<file path="src/rtl/tick_gen_pkg.sv">
// Shared constants and types for the multi-channel tick / clock-enable generator.
// Divisor constants assume a 100 MHz system clock.
package tick_gen_pkg;

    localparam int CW_DEF = 32;

    typedef logic [CW_DEF-1:0] div_t;

    // Terminal counts: period is D+1 clk cycles.
    localparam div_t DIV_100HZ = 32'd999_999;
    localparam div_t DIV_1KHZ  = 32'd99_999;
    localparam div_t DIV_60HZ  = 32'd1_666_665;

endpackage

</file>
<file path="src/rtl/tick_gen_ch.sv">
// One timebase channel: counter, active and shadow divisors, tick pulse and
// optional square wave (compiled in when TICK_GEN_SQUARE_EN is defined).
module tick_gen_ch
    import tick_gen_pkg::*;
#(
    parameter int            CW      = CW_DEF,
    parameter logic [CW-1:0] DEF_DIV = CW'(DIV_100HZ)
) (
    input  logic          clk,
    input  logic          rst,
    input  logic          en,
    input  logic          sync,
    input  logic          we,
    input  logic [CW-1:0] wdata,
    output logic          tick,
    output logic          sq,
    output logic          pend
);

    logic [CW-1:0] cnt;
    logic [CW-1:0] div_act;
    logic [CW-1:0] div_sh;
    logic          wrap;

    // A wrap that actually produces a tick; sync suppresses it.
    assign wrap = en && !sync && (cnt == div_act);

    always_ff @(posedge clk or posedge rst) begin
        if (rst) begin
            cnt     <= '0;
            div_act <= DEF_DIV;
            div_sh  <= DEF_DIV;
            pend    <= 1'b0;
            tick    <= 1'b0;
        end else if (!en) begin
            cnt  <= '0;
            tick <= 1'b0;
            if (we) begin
                div_act <= wdata;
                div_sh  <= wdata;
                pend    <= 1'b0;
            end else if (pend) begin
                div_act <= div_sh;
                pend    <= 1'b0;
            end
        end else begin
            if (sync || (cnt == div_act)) begin
                cnt  <= '0;
                tick <= !sync;
                if (pend) begin
                    div_act <= div_sh;
                end
                pend <= 1'b0;
            end else begin
                cnt  <= cnt + 1'b1;
                tick <= 1'b0;
            end
            // Applied after the wrap decision so a same-edge write stays pending.
            if (we) begin
                div_sh <= wdata;
                pend   <= 1'b1;
            end
        end
    end

`ifdef TICK_GEN_SQUARE_EN
    logic sq_q;

    always_ff @(posedge clk or posedge rst) begin
        if (rst) begin
            sq_q <= 1'b0;
        end else if (wrap) begin
            sq_q <= ~sq_q;
        end
    end

    assign sq = sq_q;
`else
    logic unused_wrap;
    assign unused_wrap = wrap;
    assign sq          = 1'b0;
`endif

    cnt_bound_a: assert property (@(posedge clk) disable iff (rst) cnt <= div_act);

endmodule

</file>
<file path="src/rtl/tick_gen_multi.sv">
// NCH independent programmable tick / clock-enable generators sharing one
// config port. sq is driven only when TICK_GEN_SQUARE_EN is defined.
module tick_gen_multi
    import tick_gen_pkg::*;
#(
    parameter int            NCH     = 4,
    parameter int            CW      = CW_DEF,
    parameter logic [CW-1:0] DEF_DIV = CW'(DIV_100HZ)
) (
    input  logic                   clk,
    input  logic                   rst,
    input  logic                   cfg_we,
    input  logic [$clog2(NCH)-1:0] cfg_ch,
    input  logic [CW-1:0]          cfg_div,
    input  logic [NCH-1:0]         en,
    input  logic                   sync,
    output logic [NCH-1:0]         tick,
    output logic [NCH-1:0]         sq,
    output logic [NCH-1:0]         pend
);

    // cfg_we is a single-cycle strobe with no ready: every write is accepted
    // on the edge it is seen; channel numbers >= NCH match no channel.
    logic [NCH-1:0] ch_we;

    always_comb begin
        ch_we = '0;
        for (int i = 0; i < NCH; i++) begin
            ch_we[i] = cfg_we && (int'(cfg_ch) == i);
        end
    end

    for (genvar g = 0; g < NCH; g++) begin : g_ch
        tick_gen_ch #(
            .CW      (CW),
            .DEF_DIV (DEF_DIV)
        ) u_ch (
            .clk   (clk),
            .rst   (rst),
            .en    (en[g]),
            .sync  (sync),
            .we    (ch_we[g]),
            .wdata (cfg_div),
            .tick  (tick[g]),
            .sq    (sq[g]),
            .pend  (pend[g])
        );
    end

endmodule

</file>
<file path="config.mk">
export PLATFORM = sky130hd
export DESIGN_NAME = tick_gen_multi
export DESIGN_NICKNAME = d
export VERILOG_FILES = /design/src/rtl/tick_gen_pkg.sv /design/src/rtl/tick_gen_ch.sv /design/src/rtl/tick_gen_multi.sv
export SDC_FILE = /design/constraint.sdc
export NUM_CORES = 1
export LEC_CHECK = 0
export BUFFER_PORTS_ARGS = -buffer_cell sky130_fd_sc_hd__buf_2
export CORE_MARGIN = 2
export CORE_UTILIZATION = 35
export DETAILED_ROUTE_END_ITERATION = 12
export MAX_ROUTING_LAYER = met4
export PLACE_DENSITY = 0.6
export SKIP_LAST_GASP = 1
export SLEW_MARGIN = 10
export SYNTH_ARGS = -nofsm -noshare
export SYNTH_HDL_FRONTEND = slang
export SYNTH_SLANG_ARGS = --single-unit
</file>
<file path="constraint.sdc">
create_clock -name clk -period 15.6 [get_ports clk]
set_input_delay 0.78 -clock clk [delete_from_list [all_inputs] [get_ports clk]]
set_output_delay 0.78 -clock clk [all_outputs]
set_load 0.01 [all_outputs]
</file>
==> flow_summary.yaml, run 1 <==
sta:
  fin_crit_ns: 3.06
  report.final.setup_viol: 0
  rsz0062_at_grt: "false"
  slew_violations: 0
  setup_tns_ns: 0
  fmax_ghz: 0.327
  slew_headroom_pct: 19.2
  whs_ns: 0.392
  hold_viol: 0
  finalCritPeriodShare_pct: 19.6
  worst_slew_pin_slew_ns: 1.21
  finClkSkew_ns: 0.0235
layout:
  diodes: 0
  area_delta_synth_final_pct: 11.9
  fin_nets: 1965
  drive_gt1_share_pct: 18.7
die:
  ios: 54
  num_rows: 87
  die_area_um2: 59500
  initial_core_util_pct: 35.5
  die_height_um: 244
  core_area_um2: 56700
  die_w_um: 244
global_route:
  grt_pass1_wl_um: 90300
  overflow: 0
  grt_usage_pct: 19.5
  grt_max_degree: 182
  grt_pass1_vias: 15400
  grt_antenna_before_repair: 0
critical_path:
  reg2reg_depth: 7
  cp-end-kind: "register"
  crit_path_start: "cfg_ch[0]"
  r2r_slack_ns: 12.63
  crit_type: "in -> reg"
  cp_data_arrival_time_ns: 3.54
  path_max_fanout: 35
  reg2reg_from: "g_ch[1].u_ch.cnt[12]"
  start_kind: "primary input"
  reg2reg_to: "g_ch[1].u_ch.div_act[15]"
  required_ns: 16.08
  cp-endpoint: "g_ch[2].u_ch.div_act[7]"
clock_tree:
  cts.clk_slew.worst_paths_ns: 0.06
  numCtsBuffers: 43
  cts_tree: "built"
  post-cts-setup-buffers: 0
  cts-root-buf: "clkbuf_16"
  clk_path_buf_depth: 3
  clock-sinks: 392
  clk_latency_ns: 0.58
  cts_resized: 0
  postCtsHoldBufs: 0
  ctsHtreeMaxLevel: 2
placed_design:
  dpl.hpwl_um: 35200
  place.gp.congestion: 0.830
  io_buffers: 49
power_and_ir_drop:
  powerDensity_nw_per_um2: 131
  p_leak_nw: 8.73
  max-vdd-ir-drop_mv: 0.0931
outcome:
  status: "finished, final reports clean"
yosys:
  synth_area_um2: 20200
  synth-seq-cells: 392
  yosys_warnings: 0
  synthCells: 1948
  yosysSeqAreaShare_pct: 49.3
  synth.distinct_cells: 41
  postSynthAreaPerCell_um2: 10.3
drt:
  wl_um: 56400
  viasPerCell: 5.72
  drc: 0
  wl_per_cell_um: 20.8
  ant_nets: 0
  vias: 15500
  drt_iter0_markers: 969
  drtPass1Iterations: 5
hold_path:
  hold_class: "in -> async"
run:
  maxCapViolCount: 0
[sequential cells by signal (all words and copies together), names as in the netlist]
signal	flops
g_ch.u_ch.cnt	128
g_ch.u_ch.pend	4
g_ch.u_ch.div_act	128
g_ch.u_ch.div_sh	128
g_ch.u_ch.tick	4
[cell usage after synthesis, drive strengths merged]
cell type	n	area, um2
a22o	2	17.5
inv	13	48.8
o211ai	256	1920
nor3	10	50.1
nor3b	5	47.5
and3	19	119
clkbuf	147	554
or2	3	18.8
a21oi	11	58.8
or3	11	68.8
nand2b	3	18.8
and4	13	114
nand2	135	507
and2	10	62.6
clkinv	2	7.51
mux2	96	1080
dfstp	96	2520
ha	4	50.1
a22oi	128	961
nor4	45	288
dfrtp	296	7410
xor2	198	1730
xnor2	38	333
or4	3	22.5
nor2b	5	31.3
buf	15	105
nand3b	66	495
o21a	7	52.6
nor2	133	499
conb	1	3.75
nand4	50	319
o22ai	1	6.26
nand3	111	556
o21ai	15	75.1
[layout by cell type (no fill, tap or decap), types with 9 or more instances in the layout]
cell and count:
dfrtp_1 296, o211ai_1 256, xor2_1 198, nand2_1 135
a22oi_1 128, nor2_1 127, nand3_1 110, mux2_2 96
dfstp_2 96, nand3b_1 66, nand4_1 49, buf_2 49
clkbuf_16 45, nor4_1 44, xnor2_1 38, buf_4 35
and3_1 19, clkbuf_1 17, and4_1 13, inv_1 12
or3_1 11, o21ai_0 11, and2_1 10, a21oi_1 10
nor3_1 9
[worst min path at each step]
stage	to	cells after the start	slack, ns
after floorplan	g_ch[2].u_ch.div_sh[0]	2	0.44
after global placement	g_ch[2].u_ch.div_sh[9]	2	0.45
after detailed placement	g_ch[2].u_ch.div_sh[17]	2	0.45
after CTS	g_ch[2].u_ch.div_sh[14]	2	0.46
after global routing	g_ch[2].u_ch.div_sh[17]	2	0.47
final	g_ch[3].u_ch.div_sh[24]	2	0.39
[through the flow]
stage / util, % / instances / area, um2 / worst slack, ns / power [mW]
after global routing: 39.8 / 2709 / 22600 / 12.29 / 3.09
final: 39.8 / 2709 / 22600 / 12.54 / 2.95
after CTS: 39.7 / 2709 / 22500 / 12.58 / 2.97
after detailed placement: 37.1 / 2630 / 21000 / 11.99 / 1.88
after global placement: 37.1 / 2630 / 21000 / 12.09 / 1.86
after floorplan: - / 1951 / 20200 / 4.08 / 1.72
[report_power, final]
group          total [mW]  switching (mW)  leakage [nW]  internal [mW]
registers            1.43           0.183          4.76           1.25
logic               0.433           0.224          3.25          0.209
clock network        1.08           0.425         0.715          0.658
total                2.95           0.832          8.73           2.12
[cell families after synthesis]
group | Yosys count | share of synthesized area (%)
muxes | 96 | 5.36
adders and majority gates | 4 | 0.248
and+or+nand+nor | 622 | 16.0
DFF | 392 | 49.3
buffers and inverters | 177 | 3.55
xor gates and xnor gates | 236 | 10.3
AOI/OAI and AO/OA | 420 | 15.3
other | 1 | 0.0186
[layout make-up]
type | count | area, um2
Sequential cell | 392 | 9930
Inverter | 15 | 63.8
Tap cell | 756 | 946
Timing Repair Buffer | 85 | 528
Fill cell | 5461 | 34200
Clock buffer | 68 | 1270
Clock inverter | 11 | 210
Multi-Input combinational cell | 1382 | 9600
[per-layer routing]
metal / vias to the layer above / GRT usage [%] / routed length, um
li1: 7058 / - / -
met1: 7854 / 25.9 / 24700
met2: 477 / 29.9 / 26300
met3: 109 / 3.08 / 3040
met4: 0 / 7.80 / 2310
met5: - / - / 0
[worst max-delay path, cell delays in order]
cell	delay, ns
buf_2	0.14
nand3b_1	0.13
buf_4	0.37
or2_2	0.60
and2_1	1.03
a22oi_1	0.20
o211ai_1	0.24
Power figures use the tool's default switching activity.
==> run 2, diff against run 1 <==
- clock period: 15.6 -> 2.9 ns (I/O delays scaled with it)
==> run 2 against run 1 <==
  * Register-to-register slack got worse by 12 ns
  * Sequential share of layout area down 0.86 points
  * Final cell count grew 1.9%
  * Hold slack lost 0.33 ns
  * Combinational power rose to 5.5 times the previous value
  * Clock power rose to 5.1 times the previous value
  * Global-route usage down 0.12 points
  * Wire length hardly changed
  * Critical path depth down 1
  * Clock skew fell by 0.0045 ns
  * Non-clock buffer count rose by 51
==> flow_summary.yaml, run 2 (synthesized netlist as in run 1, its figures left out) <==
clock_tree:
  cts_tree: "built"
  cts.clk_slew.worst_paths_ns: 0.06
  ctsHtreeMaxLevel: 2
  clk_latency_ns: 0.58
  cts-root-buf: "clkbuf_16"
  numCtsBuffers: 43
  post-cts-setup-buffers: 0
  clock-sinks: 392
  clk_path_buf_depth: 3
  cts_resized: 0
die:
  die_height_um: 244
  ios: 54
  num_rows: 87
  die_area_um2: 59500
  initial_core_util_pct: 35.5
  die_w_um: 244
  core_area_um2: 56700
global_route:
  grt_antenna_before_repair: 0
  grt_pass1_wl_um: 89900
  grt_usage_pct: 19.4
  grt_pass1_vias: 15500
  overflow: 0
  grt_max_degree: 120
hold_path:
  hold_path_depth: 4
  hold_class: "in -> reg"
critical_path:
  cp_slowest_cell: "nor4_1"
  crit_family: "simple AND/OR/NAND/NOR gates"
  required_ns: 3.39
  path_max_fanout: 23
  start_kind: "register"
  crit_chain: "xor2_1 > nor4_1 > nand4_1 > o21a_1 > buf_4 > o211ai_1"
  cp-end-kind: "register"
  cp_data_arrival_time_ns: 3.08
  path_depth: 6
  critical_path_buf_inv_count: 1
  crit_type: "reg -> reg"
  reg2reg_depth: 6
  max_stage_delay_ns: 0.48
layout:
  layout_commonest_cell: "dfrtp_1"
  fin_util_pct: 40.6
  fin_nets: 2016
  area_delta_synth_final_pct: 14.1
  diodes: 0
  largestRegisters: "g_ch.u_ch.cnt (128), g_ch.u_ch.div_act (128), g_ch.u_ch.div_sh (128)"
  final_cell_count_no_fill: 2761
  drive_gt1_share_pct: 19.3
  final_cell_mix: "296 x dfrtp_1, 256 x o211ai_1, 198 x xor2_1"
drt:
  viasPerCell: 5.66
  drt_iter0_markers: 1096
  ant_nets: 0
  vias: 15600
  wl_um: 56400
  wl_per_cell_um: 20.4
  drtPass1Iterations: 5
  drc: 0
power_and_ir_drop:
  netSwitchingFraction_pct: 28.6
  powerDensity_nw_per_um2: 679
  p_switching_mw: 4.46
  p_clk_share_pct: 35.6
  pwr-share-seq_pct: 49.1
  total_power_mw: 15.6
  max-vdd-ir-drop_mv: 0.622
  p_leak_nw: 8.95
  comb_power_share_pct: 15.3
  p_int_mw: 11.1
sta:
  slew_headroom_pct: 19.5
  report.final.setup_viol: 0
  worst_slew_pin_slew_ns: 1.21
  hold_viol: 0
  finClkSkew_ns: 0.0190
  fmax_ghz: 0.387
  slew_violations: 0
  rsz0062_at_grt: "false"
  finalCritPeriodShare_pct: 89.1
  fin_crit_ns: 2.58
placed_design:
  dpl.hpwl_um: 36000
  dp_cells: 2644
  place.gp.congestion: 0.885
  io_buffers: 49
outcome:
  status: "finished, final reports clean"
run:
  maxCapViolCount: 0
==> run 2: cell types whose count changed in the layout (fill, tap and decap cells not counted), sizes merged <==
| cell | change |
|---|---|
| dlygate4sd3 | +37 |
| clkinv | +5 |
| buf | +14 |
| bufinv | -5 |
| clkbuf | +1 |
==> run 2: final timing paths <==
path / start / endpoint / slack (ns)
max in group asynchronous: rst / g_ch[2].u_ch.div_sh[6] / 1.83
worst min-delay path: cfg_ch[1] / g_ch[0].u_ch.pend / 0.06
worst min register to register: g_ch[2].u_ch.div_sh[3] / g_ch[2].u_ch.div_sh[3] / 0.46
worst max-delay path: g_ch[0].u_ch.cnt[21] / g_ch[0].u_ch.div_act[15] / 0.32
min in group asynchronous: rst / g_ch[3].u_ch.div_sh[24] / 0.12
worst max register to register: g_ch[0].u_ch.cnt[21] / g_ch[0].u_ch.div_act[15] / 0.32
==> run 2: what timing repair did <==
item / CTS / global route
hold buffers: 37 / 0
endpoints found under the setup margin: 0 / 0
endpoints found under the hold margin: 56 / 0
==> run 2: area by class of cell <==
class                      count  area, um2
clock buffer                  69       1340
clock inverter                11       97.6
fill                        5377      33700
inverter                      15       60.1
multi-input combinational   1382       9580
sequential                   392       9930
tap                          756        946
timing repair buffer         136       1050
==> run 2: per-stage QoR <==
stage	hold slack (ns)	setup TNS (ns)	area, um2	worst slack (ns)
floorplan	0.218	-819.79	20200	-2.44
global placement	0.162	0	21200	0.410
detailed placement	0.162	0	21200	0.393
CTS	0.0410	0	23000	0.377
global route	0.0666	0	23000	0.221
finish	0.0612	0	23000	0.315
==> run 2: per-layer routing <==
metal / share of wire (%) / track usage, %
met1: 45 / 26.2
met2: 46 / 29.6
met3: 5.0 / 2.73
met5: 0 / -
met4: 3.7 / 7.53
==> run 2: worst reg2reg max path, cell delays in order (launching register included) <==
cell and delay (ns):
dfrtp_1 0.44, xor2_1 0.18, nor4_1 0.48, nand4_1 0.37, o21a_1 0.47, buf_4 0.32, o211ai_1 0.22
==> run 2: power groups by stage <==
stage	clock network [mW]	logic [mW]	registers, mW
floorplan	0	1.82	7.42
global placement	0	2.28	7.69
detailed placement	0	2.35	7.74
CTS	5.69	2.40	7.65
global route	5.91	2.66	7.78
finish	5.56	2.38	7.66
==> run 3, diff against run 2 <==
- SYNTH_HIERARCHICAL: not set -> 1
==> run 3 against run 2 <==
  * Via count shrank 2.0%
  * Sequential cell count did not move
  * Clock skew decreased by 0.0089 ns
  * First-iteration DRC count rose by 28%
  * Register-to-register slack gained 0.21 ns
  * Fmax rose by 8.9%
  * Die area is 6.8% higher
  * Synthesized cell count decreased by 1.8%
  * Clock power increased by 9.2%
  * Largest power group unchanged
==> flow_summary.yaml, run 3 <==
clock_tree:
  clk_path_buf_depth: 3
  postCtsHoldBufs: 7
  numCtsBuffers: 45
  cts_resized: 0
  clock-sinks: 392
  cts-root-buf: "clkbuf_16"
  ctsHtreeMaxLevel: 2
  cts_tree: "built"
  clk_latency_ns: 0.57
  post-cts-setup-buffers: 0
  cts.clk_slew.worst_paths_ns: 0.06
critical_path:
  crit_chain: "xor2_1 > nor4_2 > nand4_2 > buf_4 > o21a_2 > a22o_1"
  crit_type: "reg -> reg"
  crit_family: "compound AO/OA/AOI/OAI gates"
  cp_slowest_cell: "o21a_2"
  max_stage_delay_ns: 0.53
  path_max_fanout: 34
  cp-end-kind: "register"
  required_ns: 3.35
  start_kind: "register"
  critical_path_buf_inv_count: 1
  cp_data_arrival_time_ns: 2.83
sta:
  report.final.setup_viol: 0
  setup_tns_ns: 0
  worst_slew_pin_slew_ns: 1.07
  finClkSkew_ns: 0.0101
  hold_viol: 0
  rsz0062_at_grt: "false"
  fin_crit_ns: 2.37
  finalCritPeriodShare_pct: 81.9
  slew_violations: 0
  fmax_ghz: 0.421
  slew_headroom_pct: 28.7
  layout_setup_ws_ns: 0.526
yosys:
  synth_flop_cell: "dfrtp_1"
  synth-seq-cells: 392
  postSynthAreaPerCell_um2: 11.3
  synth.area.top_cells: "dfrtp_1 34%, dfstp_2 12%, o211ai_2 7.0%, xor2_1 6.8%, mux2_2 6.7%"
  synth.distinct_cells: 46
  synth-edff-count: 0
  synth_top_area_share_pct: 34.4
  synth_common_cells: "296 x dfrtp_1, 168 x xor2_1, 136 x o211ai_1"
  synthArstFlopShare_pct: 100
  synth_area_um2: 21600
  yosysSeqAreaShare_pct: 46.1
  yosysTopAreaCell: "dfrtp_1"
  yosys_warnings: 6
  synth_fp_nets: 1958
  synth.most_common_cell: "dfrtp_1"
  synthCells: 1912
global_route:
  grt_max_degree: 52
  grt_pass1_wl_um: 91600
  grt_usage_pct: 18.7
  grt_pass1_vias: 15500
  grt_antenna_before_repair: 4
  overflow: 0
drt:
  wl_per_cell_um: 21.4
  drtPass1Iterations: 5
  ant_nets: 0
  vias: 15300
  drc: 0
  viasPerCell: 5.67
  wl_um: 57700
  drt_iter0_markers: 1404
layout:
  drive_gt1_share_pct: 30.7
  layout_commonest_cell: "dfrtp_1"
  final_cell_mix: "296 x dfrtp_1, 168 x xor2_1, 136 x o211ai_1"
  largestRegisters: "g_ch.u_ch/cnt (128), g_ch.u_ch/div_act (128), g_ch.u_ch/div_sh (128)"
  stdcell_area_um2: 24000
  fin_util_pct: 39.6
  ff_latch_area_um2: 9930
  n_fill_cell: 5782
  area_delta_synth_final_pct: 11.2
  multiInputGateArea_um2: 10700
  fin_nets: 1931
power_and_ir_drop:
  p_int_mw: 11.8
  netSwitchingFraction_pct: 28.2
  powerDensity_nw_per_um2: 687
  p_switching_mw: 4.65
  p_clk_share_pct: 36.8
  pwr-share-seq_pct: 46.7
  max-vdd-ir-drop_mv: 0.374
  p_leak_nw: 9.08
  comb_power_share_pct: 16.5
die:
  die_height_um: 252
  core_area_um2: 60600
  ios: 54
  die_area_um2: 63600
  initial_core_util_pct: 35.6
  num_rows: 90
  die_w_um: 252
placed_design:
  place_area_um2: 22300
  dpl.hpwl_um: 37500
  dp_slack_ns: 0.534
  io_buffers: 49
  place.gp.congestion: 0.823
outcome:
  status: "finished, final reports clean"
run:
  maxCapViolCount: 0
hold_path:
  hold_class: "in -> reg"
-- run 3: cell types whose count changed after synthesis, moves of 33 or more --
cell / change
buf_2: +33
o211ai_2: +120
nand3b_1: +62
nand3_1: -59
xnor2_1: +38
o211ai_1: -120
nand2_1: -99
-- run 3: logic make-up after synthesis --
family	count (synthesis)	synth area share, %
and+or+nand+nor	544	16.0
AOI/OAI and AO/OA	404	16.7
DFF	392	46.1
xor gates and xnor gates	244	9.92
buffers and inverters	192	4.32
muxes	128	6.69
adders and majority gates	4	0.232
other	4	0.0696
-- run 3: path summary, 6_finish.rpt --
kind | start | cells after the start | slack [ns] | end
max | g_ch[3].u_ch/cnt[23] | 6 | 0.53 | g_ch[3].u_ch/pend
min | cfg_div[24] | 2 | 0.04 | g_ch[1].u_ch/div_sh[24]
max reg2reg | g_ch[3].u_ch/cnt[23] | 6 | 0.53 | g_ch[3].u_ch/pend
min reg2reg | g_ch[3].u_ch/div_sh[10] | 1 | 0.51 | g_ch[3].u_ch/div_sh[10]
max in group asynchronous | rst | 4 | 1.66 | g_ch[2].u_ch/div_sh[19]
min in group asynchronous | rst | 3 | 0.33 | g_ch[3].u_ch/div_sh[8]
-- run 3: layout make-up --
class	instances	share of cell area (%)
Clock buffer	65	5.30
Sequential cell	392	41.4
Inverter	16	0.292
Clock inverter	15	1.16
Antenna cell	1	0.0104
Timing Repair Buffer	102	2.91
Tap cell	782	4.08
Multi-Input combinational cell	1328	44.8
-- run 3: power by group through the flow --
stage                     Sequential, mW  Clock, mW  Combinational (mW)
after detailed placement            7.78          0                2.69
after global placement              7.74          0                2.61
final                               7.70       6.07                2.71
after floorplan                     7.42          0                2.19
after global routing                7.83       6.45                2.99
after CTS                           7.70       6.22                2.72
-- run 3: stage by stage --
step | hold WS (ns) | total power [mW] | instances
after CTS | 0.000858 | 16.6 | 2700
final | 0.0382 | 16.5 | 2701
after detailed placement | 0.378 | 10.5 | 2613
after global placement | 0.376 | 10.3 | 2613
after floorplan | 0.285 | 9.61 | 1912
after global routing | 0.0242 | 17.3 | 2701
-- run 3: routing by layer --
layer	routed length, um	GRT usage [%]
met1	27600	26.4
met4	1130	4.60
met5	0	-
met2	26000	27.9
met3	2940	2.94
